$ cat config.mk
export PLATFORM = sky130hd
export DESIGN_NAME = rv32i_decode_stage
export DESIGN_NICKNAME = d
export VERILOG_FILES = /design/src/rtl/rv32i_pkg.sv /design/src/rtl/rv32i_imm_gen.sv /design/src/rtl/rv32i_decode_stage.sv
export SDC_FILE = /design/constraint.sdc
export NUM_CORES = 1
export LEC_CHECK = 0
export CAP_MARGIN = 20
export CORE_ASPECT_RATIO = 0.9
export CORE_UTILIZATION = 28
export CTS_CLUSTER_DIAMETER = 40
export CTS_CLUSTER_SIZE = 10
export DETAILED_ROUTE_END_ITERATION = 8
export HOLD_SLACK_MARGIN = 0.1
export SKIP_CTS_REPAIR_TIMING = 1
export SYNTH_ARGS = -nofsm -noshare
export SYNTH_HDL_FRONTEND = slang
export SYNTH_SLANG_ARGS = --single-unit
$ cat constraint.sdc
create_clock -name clk -period 3.1 [get_ports clk]
set_input_delay 0.93 -clock clk [delete_from_list [all_inputs] [get_ports clk]]
set_output_delay 0.93 -clock clk [all_outputs]
set_load 0.005 [all_outputs]
$ cat src/rtl/rv32i_pkg.sv
// Shared RV32I constants: datapath widths, base opcodes and immediate formats.
// Helper functions classify an opcode so the decode and later stages agree.
package rv32i_pkg;

    localparam int XLEN   = 32;
    localparam int REG_AW = 5;

    localparam logic [6:0] OPC_LUI    = 7'b0110111;
    localparam logic [6:0] OPC_AUIPC  = 7'b0010111;
    localparam logic [6:0] OPC_JAL    = 7'b1101111;
    localparam logic [6:0] OPC_JALR   = 7'b1100111;
    localparam logic [6:0] OPC_BRANCH = 7'b1100011;
    localparam logic [6:0] OPC_LOAD   = 7'b0000011;
    localparam logic [6:0] OPC_STORE  = 7'b0100011;
    localparam logic [6:0] OPC_OP_IMM = 7'b0010011;
    localparam logic [6:0] OPC_OP     = 7'b0110011;
    localparam logic [6:0] OPC_FENCE  = 7'b0001111;
    localparam logic [6:0] OPC_SYSTEM = 7'b1110011;

    typedef enum logic [2:0] {
        IMM_NONE,
        IMM_I,
        IMM_S,
        IMM_B,
        IMM_U,
        IMM_J
    } imm_fmt_e;

    function automatic logic opcode_legal(input logic [6:0] opcode);
        return opcode inside {OPC_LUI, OPC_AUIPC, OPC_JAL, OPC_JALR, OPC_BRANCH,
                              OPC_LOAD, OPC_STORE, OPC_OP_IMM, OPC_OP, OPC_FENCE,
                              OPC_SYSTEM};
    endfunction

    function automatic imm_fmt_e imm_fmt(input logic [6:0] opcode);
        case (opcode)
            OPC_JALR, OPC_LOAD, OPC_OP_IMM, OPC_FENCE, OPC_SYSTEM: return IMM_I;
            OPC_STORE:                                             return IMM_S;
            OPC_BRANCH:                                            return IMM_B;
            OPC_LUI, OPC_AUIPC:                                    return IMM_U;
            OPC_JAL:                                               return IMM_J;
            default:                                               return IMM_NONE;
        endcase
    endfunction

endpackage

$ cat src/rtl/rv32i_imm_gen.sv
// Combinational immediate generator: selects the format from the opcode and
// builds the sign-extended immediate. R-type and unknown opcodes yield zero.
module rv32i_imm_gen #(
    parameter int XLEN = rv32i_pkg::XLEN
) (
    input  logic [31:0]     instr,
    output logic [XLEN-1:0] imm
);
    import rv32i_pkg::*;

    logic [31:0] imm32;

    always_comb begin
        imm32 = '0;
        case (imm_fmt(instr[6:0]))
            IMM_I:   imm32 = {{20{instr[31]}}, instr[31:20]};
            IMM_S:   imm32 = {{20{instr[31]}}, instr[31:25], instr[11:7]};
            IMM_B:   imm32 = {{19{instr[31]}}, instr[31], instr[7], instr[30:25],
                              instr[11:8], 1'b0};
            IMM_U:   imm32 = {instr[31:12], 12'b0};
            IMM_J:   imm32 = {{11{instr[31]}}, instr[31], instr[19:12], instr[20],
                              instr[30:21], 1'b0};
            default: imm32 = '0;
        endcase
    end

    assign imm = XLEN'($signed(imm32));

endmodule

$ cat src/rtl/rv32i_decode_stage.sv
// RV32I decode / operand-fetch stage: register reads with WB bypass, field and
// immediate decode, load-use bubble insertion, and the ID/EX pipeline register.
module rv32i_decode_stage #(
    parameter int XLEN   = rv32i_pkg::XLEN,
    parameter int REG_AW = rv32i_pkg::REG_AW
) (
    input  logic              clk,
    input  logic              reset,
    input  logic              if_valid,
    output logic              if_ready,
    input  logic [31:0]       if_instr,
    input  logic [XLEN-1:0]   if_pc,
    output logic [REG_AW-1:0] rf_raddr1,
    output logic [REG_AW-1:0] rf_raddr2,
    input  logic [XLEN-1:0]   rf_rdata1,
    input  logic [XLEN-1:0]   rf_rdata2,
    input  logic              wb_we,
    input  logic [REG_AW-1:0] wb_rd,
    input  logic [XLEN-1:0]   wb_data,
    input  logic              flush,
    output logic              ex_valid,
    input  logic              ex_ready,
    output logic [XLEN-1:0]   ex_pc,
    output logic [XLEN-1:0]   ex_rs1_data,
    output logic [XLEN-1:0]   ex_rs2_data,
    output logic [REG_AW-1:0] ex_rs1,
    output logic [REG_AW-1:0] ex_rs2,
    output logic [REG_AW-1:0] ex_rd,
    output logic [XLEN-1:0]   ex_imm,
    output logic [6:0]        ex_opcode,
    output logic [2:0]        ex_funct3,
    output logic              ex_funct7b5,
    output logic              ex_rd_we,
    output logic              ex_is_load,
    output logic              ex_illegal
);
    import rv32i_pkg::*;

    logic [6:0]        opcode;
    logic [REG_AW-1:0] rs1, rs2, rd;
    logic [XLEN-1:0]   imm, op1, op2;
    logic              use_rs1, use_rs2, legal, rd_we;
    logic              hazard, advance;

    assign opcode    = if_instr[6:0];
    assign rs1       = REG_AW'(if_instr[19:15]);
    assign rs2       = REG_AW'(if_instr[24:20]);
    assign rd        = REG_AW'(if_instr[11:7]);
    assign rf_raddr1 = rs1;
    assign rf_raddr2 = rs2;

    rv32i_imm_gen #(.XLEN(XLEN)) u_imm_gen (
        .instr (if_instr),
        .imm   (imm)
    );

    // The register file returns pre-write data, so forward the WB write here.
    always_comb begin
        op1 = rf_rdata1;
        if (rs1 == '0)                      op1 = '0;
        else if (wb_we && (wb_rd == rs1))   op1 = wb_data;
        op2 = rf_rdata2;
        if (rs2 == '0)                      op2 = '0;
        else if (wb_we && (wb_rd == rs2))   op2 = wb_data;
    end

    assign use_rs1 = !(opcode inside {OPC_LUI, OPC_AUIPC, OPC_JAL});
    assign use_rs2 = opcode inside {OPC_STORE, OPC_BRANCH, OPC_OP};
    assign legal   = opcode_legal(opcode);
    assign rd_we   = legal && !(opcode inside {OPC_STORE, OPC_BRANCH, OPC_FENCE})
                     && (rd != '0);

    assign hazard   = ex_valid && ex_is_load && (ex_rd != '0) &&
                      ((use_rs1 && (rs1 == ex_rd)) || (use_rs2 && (rs2 == ex_rd)));
    assign advance  = !ex_valid || ex_ready;
    assign if_ready = flush || (advance && !hazard);

    always_ff @(posedge clk or negedge reset) begin
        if (!reset) begin
            ex_valid    <= 1'b0;
            ex_pc       <= '0;
            ex_rs1_data <= '0;
            ex_rs2_data <= '0;
            ex_rs1      <= '0;
            ex_rs2      <= '0;
            ex_rd       <= '0;
            ex_imm      <= '0;
            ex_opcode   <= '0;
            ex_funct3   <= '0;
            ex_funct7b5 <= 1'b0;
            ex_rd_we    <= 1'b0;
            ex_is_load  <= 1'b0;
            ex_illegal  <= 1'b0;
        end else if (flush || (advance && hazard)) begin
            ex_valid   <= 1'b0;
            ex_rd_we   <= 1'b0;
            ex_is_load <= 1'b0;
            ex_illegal <= 1'b0;
        end else if (advance) begin
            ex_valid    <= if_valid;
            ex_pc       <= if_pc;
            ex_rs1_data <= op1;
            ex_rs2_data <= op2;
            ex_rs1      <= rs1;
            ex_rs2      <= rs2;
            ex_rd       <= rd;
            ex_imm      <= imm;
            ex_opcode   <= opcode;
            ex_funct3   <= if_instr[14:12];
            ex_funct7b5 <= if_instr[30];
            ex_rd_we    <= if_valid && rd_we;
            ex_is_load  <= if_valid && (opcode == OPC_LOAD);
            ex_illegal  <= if_valid && !legal;
        end
    end

endmodule

After elaboration in Yosys (flattened, before gate mapping)
Cells that the tools add are included.
{"block": "classes", "mul": 0, "addsub": 0, "shifts": 0, "n_lt_le_gt_ge": 0, "n_mux": 14, "n_eq_ne": 20, "n_div": 0, "n_reduce_logical": 35, "bitwise_logic": 1}
{"cell": "$pmux W32 S5", "n": 1}
{"cell": "$mux W32", "n": 4}
{"cell": "$eq A7 B7 Y1 const B", "n": 4}
{"cell": "$eq A7 B6 Y1 const B", "n": 3}
{"cell": "$eq A5 B5 Y1", "n": 4}
{"cell": "$pmux W3 S5", "n": 1}
{"cell": "$eq A7 B5 Y1 const B", "n": 2}
{"cell": "$logic_and A1 B1 Y1", "n": 14}
{"cell": "$reduce_bool A11 Y1", "n": 1}
{"cell": "$logic_not A5 Y1", "n": 2}
{"cell": "$reduce_bool A5 Y1", "n": 2}
{"cell": "$reduce_bool A3 Y1", "n": 3}
{"cell": "$mux W1", "n": 8}
{"cell": "$eq A7 B2 Y1 const B", "n": 1}
{"cell": "$eq A7 B4 Y1 const B", "n": 1}
{"cell": "$eq A3 B2 Y1 const B", "n": 2}
{"cell": "$eq A3 B3 Y1 const B", "n": 2}
{"cell": "$logic_not A1 Y1", "n": 5}
{"cell": "$reduce_or A5 Y1", "n": 1}
{"cell": "$logic_or A1 B1 Y1", "n": 4}
{"cell": "$eq A3 B1 Y1 const B", "n": 1}
{"cell": "$reduce_and A2 Y1", "n": 1}
{"cell": "$reduce_bool A2 Y1", "n": 1}
{"cell": "$reduce_or A2 Y1", "n": 1}
{"cell": "$not A1 Y1", "n": 1}
{"block": "word_totals", "word_cells": 84, "latch_bits": 0, "reg_bits": 158, "mem_bits_rw": 0, "out_inout_bits": 169, "input_bits": 171, "romBits": 0, "mem_count": 0}

Depth between registers and ports, before layout
Gate-level depths: netlist of run 1.
{"block": "logic_depth", "depth_word": 10, "depth_mapped": 8, "depth_no_buf": 5}

Hierarchy
From an unflattened synthesis of run 1, not the netlist that was laid out.
{"block": "unflattened", "hier_cells": 643, "area_unflattened_um2": 7981.4}
{"module": "rv32i_decode_stage", "area_per_inst_um2": 7379.6, "cells_per_inst": 564, "instances": 1, "seq_area_each_um2": 3953.8}
{"module": "rv32i_imm_gen", "area_per_inst_um2": 601.8, "cells_per_inst": 79, "instances": 1, "seq_area_each_um2": 0.0}

Worst setup path before layout of run 1
OpenSTA, ideal clock, no wires.
{"block": "synth_path", "path_type": "input port to output port", "startpoint": "input if_instr[2]", "endpoint": "output if_ready", "t_required_ns": 2.170, "cell_stages": 5, "path_slack_ns": -0.002, "arrival_time_ns": 2.172, "cell_sequence": "buf_2 -> nand4bb_1 -> or3_1 -> nor4_4 -> o31ai_1"}
{"block": "synth_between", "elab_chain_len": 9, "elab_cells_between_ends": 16}
{"element": "from (decl)", "line_no": "rv32i_decode_stage.sv:11", "text": "input logic [31:0] if_instr,"}
{"element": "$eq A7 B6 Y1, or another cell as far along", "line_no": "rv32i_decode_stage.sv:67", "text": "assign use_rs1 = !(opcode inside {OPC_LUI, OPC_AUIPC, OPC_JAL});"}
{"element": "$reduce_bool A3 Y1", "line_no": "rv32i_decode_stage.sv:67"}
{"element": "$logic_not A1 Y1", "line_no": "rv32i_decode_stage.sv:67"}
{"element": "$logic_and A1 B1 Y1", "line_no": "rv32i_decode_stage.sv:74", "text": "((use_rs1 && (rs1 == ex_rd)) || (use_rs2 && (rs2 == ex_rd)));"}
{"element": "$logic_or A1 B1 Y1 *", "line_no": "rv32i_decode_stage.sv:74"}
{"element": "$logic_and A1 B1 Y1 *", "line_no": "rv32i_decode_stage.sv:73", "text": "assign hazard = ex_valid && ex_is_load && (ex_rd != '0) &&"}
{"element": "$logic_not A1 Y1 *", "line_no": "rv32i_decode_stage.sv:76", "text": "assign if_ready = flush || (advance && !hazard);"}
{"element": "$logic_and A1 B1 Y1 *", "line_no": "rv32i_decode_stage.sv:76"}
{"element": "$logic_or A1 B1 Y1 *", "line_no": "rv32i_decode_stage.sv:76"}
{"element": "to (decl)", "line_no": "rv32i_decode_stage.sv:10", "text": "output logic if_ready,"}
Mark *: on every way between the ends. The rest lies on a longest branch, timed or not.

Worst setup path in the final report of run 1
{"block": "layout_path", "startpoint": "input if_instr[6]", "endpoint": "output if_ready"}
Same word-level chain as after synthesis.

==> metrics.txt, run 1 <==
status complete, no violations; reg2reg end ex_pc[24]$_DFFE_PN0P_; Tmin final slightly above 3000 ps; sw power roughly 1800 uW; Syn. warnings 0; crit-path max cell delay ~400 ps; GRT met3 Usage 0.0525; Cell variety after synth 53; #FFs+latches synth about 160; Max Clock Skew between 9 and 10 ps; CTS tree built; r2r setup slk between 300 and 400 ps; VDD IR-drop max between 0.0003 and 0.0004 V; drt total wl about 30 mm; CP Class in -> out; Synth Area per Inst 11.6 um^2; post-detail-place hpwl 21.5 mm; Synth area leaders dfrtp_1, mux2_4, a21oi_1; Clock power frac 0.342; largest net degree at the start of global routing 82; Post-synth EDFFs 0; most common cell in the netlist dfrtp_1; # rows 60; PD cells roughly 460 mW/mm^2; gr ovfl total 0; Rel. slew slack 0.382; setup ws final ~38 ps; clk_lat worst skew roughly 420 ps; sw frac 0.286; number of global-route vias before repair 7,545; CP arrival about 2100 ps; Reg2Reg Depth 9; grt peak-use layer met2; fin crit share 0.988; commonest cells in the synthesized netlist dfrtp_1, mux2_4, a21oi_1, nand3_1, o21ai_0; Synth Cell Area 0.00862 mm^2; total track usage 0.190; Core ar. between 0.03 and 0.04 mm^2; actual slew at the worst max-slew pin a little over 900 ps; DRT iter0 DRCs between 400 and 500; Worst setup EP type output pin; Post-Syn Nets 914; CP max stage cell or3b_4; H-Tree Depth 4; HP Class reg -> reg; Mapped Cells around 740; Reg clk slew, reported paths 70 ps; TritonCTS Sinks ~160; CP Max Fanout 2; Core Util, Final 0.448; Reg-to-Reg Start ex_rd[1]$_DFFE_PN0P_; DRC Markers 0; Worst Hold Launch ex_rs2_data[15]$_DFFE_PN0P_; critical path cell sequence dlymetal6s2s_1 > or3b_4 > a21oi_4 > nor4_4 > o31ai_2 > buf_2; Die Span Y around 170 um; share of layout cells above drive strength 1 0.233; Area Overhead vs Synth 56.6%; GR Util met2 0.295; P_leak around 0.0057 uW; Main synth FF type dfrtp_1; final setup violation count 0; GPL Wtd Cong about 0.84; cell internal pwr approximately 4400 uW; non-filler cells, final about 1,500; Die ar. 0.0315 mm^2; drt first pass iters 8; nets 1,275; top-area cell type share of the netlist area 0.459; Max clock buf depth 2; Logic pwr share 0.266; area leader, netlist dfrtp_1; post-synthesis sequential area ratio 0.459; Min Hold Slack between 400 and 500 ps; I/O Buffers about 340; Place WS -845 ps; Final Power approximately 6200 uW; antenna violations before repair 3; vias per std cell about 4.8; first-pass GRT wire length 45.9 mm; hold path cells 1; Die W ~190 um; Max Cap Viol 0; Hold Path End ex_rs2_data[15]$_DFFE_PN0P_; GRT met1 Usage 0.255; fmax around 0.33 GHz; Routed Antenna Nets 0; DR vias 7,318; placed cell count between 1,000 and 1,500; Hold Vio Cnt, Final 0; Slew Viols, Final 0; Root Driver clkbuf_16; ys async rst share 1.00; Flop pwr share 0.392; I/O pin cnt 340; WP data required 2170 ps; crit path launch type input port; Initial Util 0.286; Num CTS Buffers 17; wire length per cell ~20 um
==> worst max-delay path by stage <==
| stage | startpoint | endpoint | slack (ps) | cells past startpoint |
|---|---|---|---|---|
| floorplan | if_instr[2] | if_ready | 120 | 5 |
| global placement | if_instr[3] | if_ready | -820 | 6 |
| detailed placement | if_instr[3] | if_ready | -850 | 6 |
| CTS | if_instr[3] | if_ready | -850 | 6 |
| global route | ex_rd[1]$_DFFE_PN0P_ | if_ready | -40 | 5 |
| finish | if_instr[6] | if_ready | 40 | 6 |
==> power by group through the flow <==
stage	clock network [uW]	registers [uW]	logic [uW]
floorplan	0	2470	633
global placement	0	2460	1640
detailed placement	0	2460	1650
CTS	2190	2430	1650
global route	2280	2470	1770
finish	2120	2430	1650
==> per-layer routing <==
metal	wire, um	part of all wire
met1	13400	0.45
met3	2040	0.068
met5	0	0
met2	13800	0.46
met4	702	0.023
==> final cells by class <==
cell class | instances | area [um^2]
multi-input cells | 496 | 4180
clock buffers | 17 | 425
well taps | 403 | 504
fillers | 2817 | 16600
flip-flops and latches | 158 | 3950
inverters | 17 | 63.8
repair buffers | 414 | 4200
clock inverters | 15 | 168
diodes | 3 | 7.51
==> kinds of logic after synthesis <==
logic type                share of synthesized area
AOI/OAI and AO/OA                             0.116
muxes                                         0.249
DFF                                           0.459
and+or+nand+nor                              0.0887
buffers and inverters                        0.0663
xor gates and xnor gates                     0.0213
==> state kept, by name, indices dropped and copies added, names as in the netlist <==
name,count
ex_is_load,1
ex_imm,32
ex_rd,5
ex_funct3,3
ex_illegal,1
ex_funct7b5,1
ex_rs2,5
ex_rs1_data,32
ex_rd_we,1
ex_valid,1
ex_pc,32
ex_rs1,5
ex_opcode,7
ex_rs2_data,32
==> layout by cell type (no fill, tap or decap), types with 17 or more instances in the layout <==
master           count
clkbuf_16           17
mux2i_1             19
buf_12              17
mux2_2              27
mux2_4             100
a21oi_1             75
nand2_1             20
o21ai_0             66
clkdlybuf4s50_1    320
buf_4               55
nand3_1             69
dfrtp_1            158
inv_1               17
==> through the flow <==
stage          setup TNS, ps  cell area, um^2
2_1_floorplan              0             8620
5_1_grt                -37.9            13500
4_1_cts                -1130            13300
6_report                   0            13500
3_3_place_gp          -51560            12700
3_5_place_dp          -55670            12700
==> worst max-delay path: cells and delay by family <==
family,cells,cell delay (ps)
AND/OR/NAND/NOR,2,470
buffers and inverters,2,320
AO/OA/AOI/OAI,2,400
(Power assumes the default switching activity.)
==> inputs of run 2 (changes only) <==
--- a/config.mk
+++ b/config.mk
@@ -11,7 +11,8 @@
 export CTS_CLUSTER_DIAMETER = 40
 export CTS_CLUSTER_SIZE = 10
 export DETAILED_ROUTE_END_ITERATION = 8
-export HOLD_SLACK_MARGIN = 0.1
+export HOLD_SLACK_MARGIN = 0.02
+export PLACE_DENSITY = 0.65
 export SKIP_CTS_REPAIR_TIMING = 1
 export SYNTH_ARGS = -nofsm -noshare
 export SYNTH_HDL_FRONTEND = slang
==> metrics.txt, run 2 (same netlist as run 1, synthesis figures left out) <==
Max clock buf depth 2; actual slew at the worst max-slew pin just under 900 ps; placed cell areas about 0.013 mm^2; critical path cell sequence dlymetal6s2s_1 > xor2_1 > or3_4 > nor4_4 > o31ai_4 > clkbuf_2; CP Class in -> out; Rel. slew slack 0.409; DRC Markers 0; Slew Viols, Final 0; Register Area approximately 0.004 mm^2; # rows 60; gr ovfl total 0; drt first pass iters 5; status finished, violations left; Core Util, Final 0.452; PD cells between 400 and 500 mW/mm^2; Max Clock Skew between 15 and 20 ps; Tmin final ~3100 ps; crit path launch type input port; CP max stage cell or3_4; Crit path max-delay family simple AND/OR/NAND/NOR gates; setup ws final -33.0 ps; Initial Util 0.286; commonest non-fill, non-tap cells in the layout clkdlybuf4s50_1, dfrtp_1, mux2_4, a21oi_1, nand3_1; Final Power roughly 6400 uW; H-Tree Depth 4; P_leak slightly below 0.006 uW; Die Span Y ~170 um; fin crit share 1.01; clk_lat worst skew 430 ps; first-pass GRT wire length between 40 and 50 mm; number of global-route vias before repair around 7,600; Root Driver clkbuf_16; nets 1,277; CTS tree built; failing checks setup timing; post-detail-place hpwl around 22 mm; Core ar. 0.0301 mm^2; Area Overhead vs Synth 57.9%; Die ar. 0.0315 mm^2; crit-path max cell delay approximately 400 ps; DR vias 7,391; VDD IR-drop max 0.000364 V; drt total wl 30.2 mm; total track usage 0.190; largest net degree at the start of global routing 65; area of the multi-input gates ~0.0042 mm^2; Reg clk slew, reported paths 80 ps; CP arrival around 2200 ps; Num CTS Buffers 17; WP data required approximately 2200 ps; Hold Vio Cnt, Final 0; GPL Wtd Cong ~0.86; cell area after layout roughly 0.014 mm^2; antenna violations before repair 1; I/O pin cnt 340; I/O Buffers approximately 340; fmax between 0.3 and 0.4 GHz; vias per std cell roughly 4.9; Worst setup EP type output pin; wire length per cell between 15 and 20 um; TritonCTS Sinks ~160; Max Cap Viol 0; Routed Antenna Nets 0; RSZ-0062 raised after global routing yes; share of layout cells above drive strength 1 0.234; worst path bufs/invs 2; final setup violation count 1; CP Max Fanout 2; HP Class in -> async; DRT iter0 DRCs between 300 and 400; commonest non-fill, non-tap cell in the layout clkdlybuf4s50_1; Die W between 150 and 200 um; # fillers about 2,800
-- run 2: cell count changes in the layout (fill, tap and decap cells not counted), sizes merged --
| cell | previous run | this run |
|---|---|---|
| dlymetal6s2s | 13 | 14 |
| buf | 78 | 80 |
| inv | 26 | 25 |
| clkbuf | 20 | 19 |
| diode | 3 | 1 |
| bufinv | 0 | 1 |
-- run 2: stage by stage --
step / setup TNS [ps] / worst slack, ps / hold slack, ps / std cells
CTS: -1040 / -899 / 451 / 1519
global route: -55.0 / -55.0 / 469 / 1523
floorplan: 0 / 117 / 483 / 743
finish: -33.0 / -33.0 / 452 / 1523
detailed placement: -57350 / -899 / 474 / 1487
global placement: -54590 / -830 / 468 / 1487
-- run 2: report_power, final --
| group | switching [uW] | internal (uW) | total, uW |
|---|---|---|---|
| Clock | 1070 | 1190 | 2260 |
| Sequential | 140 | 2290 | 2430 |
| Combinational | 608 | 1060 | 1670 |
-- run 2: routing by layer --
layer | vias to the layer above | routed length (um) | part of all wire | track usage
li1 | 3401 | - | - | -
met1 | 3658 | 13500 | 0.45 | 0.249
met2 | 290 | 14200 | 0.47 | 0.309
met3 | 42 | 1850 | 0.061 | 0.0442
met4 | 0 | 685 | 0.023 | 0.0613
met5 | - | 0 | 0 | 0
-- run 2: final timing paths --
kind | from | cells past startpoint | slack (ps) | endpoint
max in group asynchronous | reset | 2 | 1880 | ex_rs1[3]$_DFFE_PN0P_
min in group clk | ex_rs2_data[24]$_DFFE_PN0P_ | 1 | 490 | ex_rs2_data[24]$_DFFE_PN0P_
max reg2reg | ex_rd[4]$_DFFE_PN0P_ | 9 | 310 | ex_rd[3]$_DFFE_PN0P_
min reg2reg | ex_rs2_data[24]$_DFFE_PN0P_ | 1 | 490 | ex_rs2_data[24]$_DFFE_PN0P_
max | if_instr[24] | 6 | -30 | if_ready
min | reset | 1 | 450 | ex_pc[5]$_DFFE_PN0P_
-- run 2: final cells by class --
cell class | count | share of cell area
Antenna cell | 1 | 0.000184
Clock buffer | 17 | 0.0313
Clock inverter | 15 | 0.0156
Inverter | 17 | 0.00469
Multi-Input combinational cell | 496 | 0.308
Sequential cell | 158 | 0.290
Tap cell | 403 | 0.0370
Timing Repair Buffer | 416 | 0.313
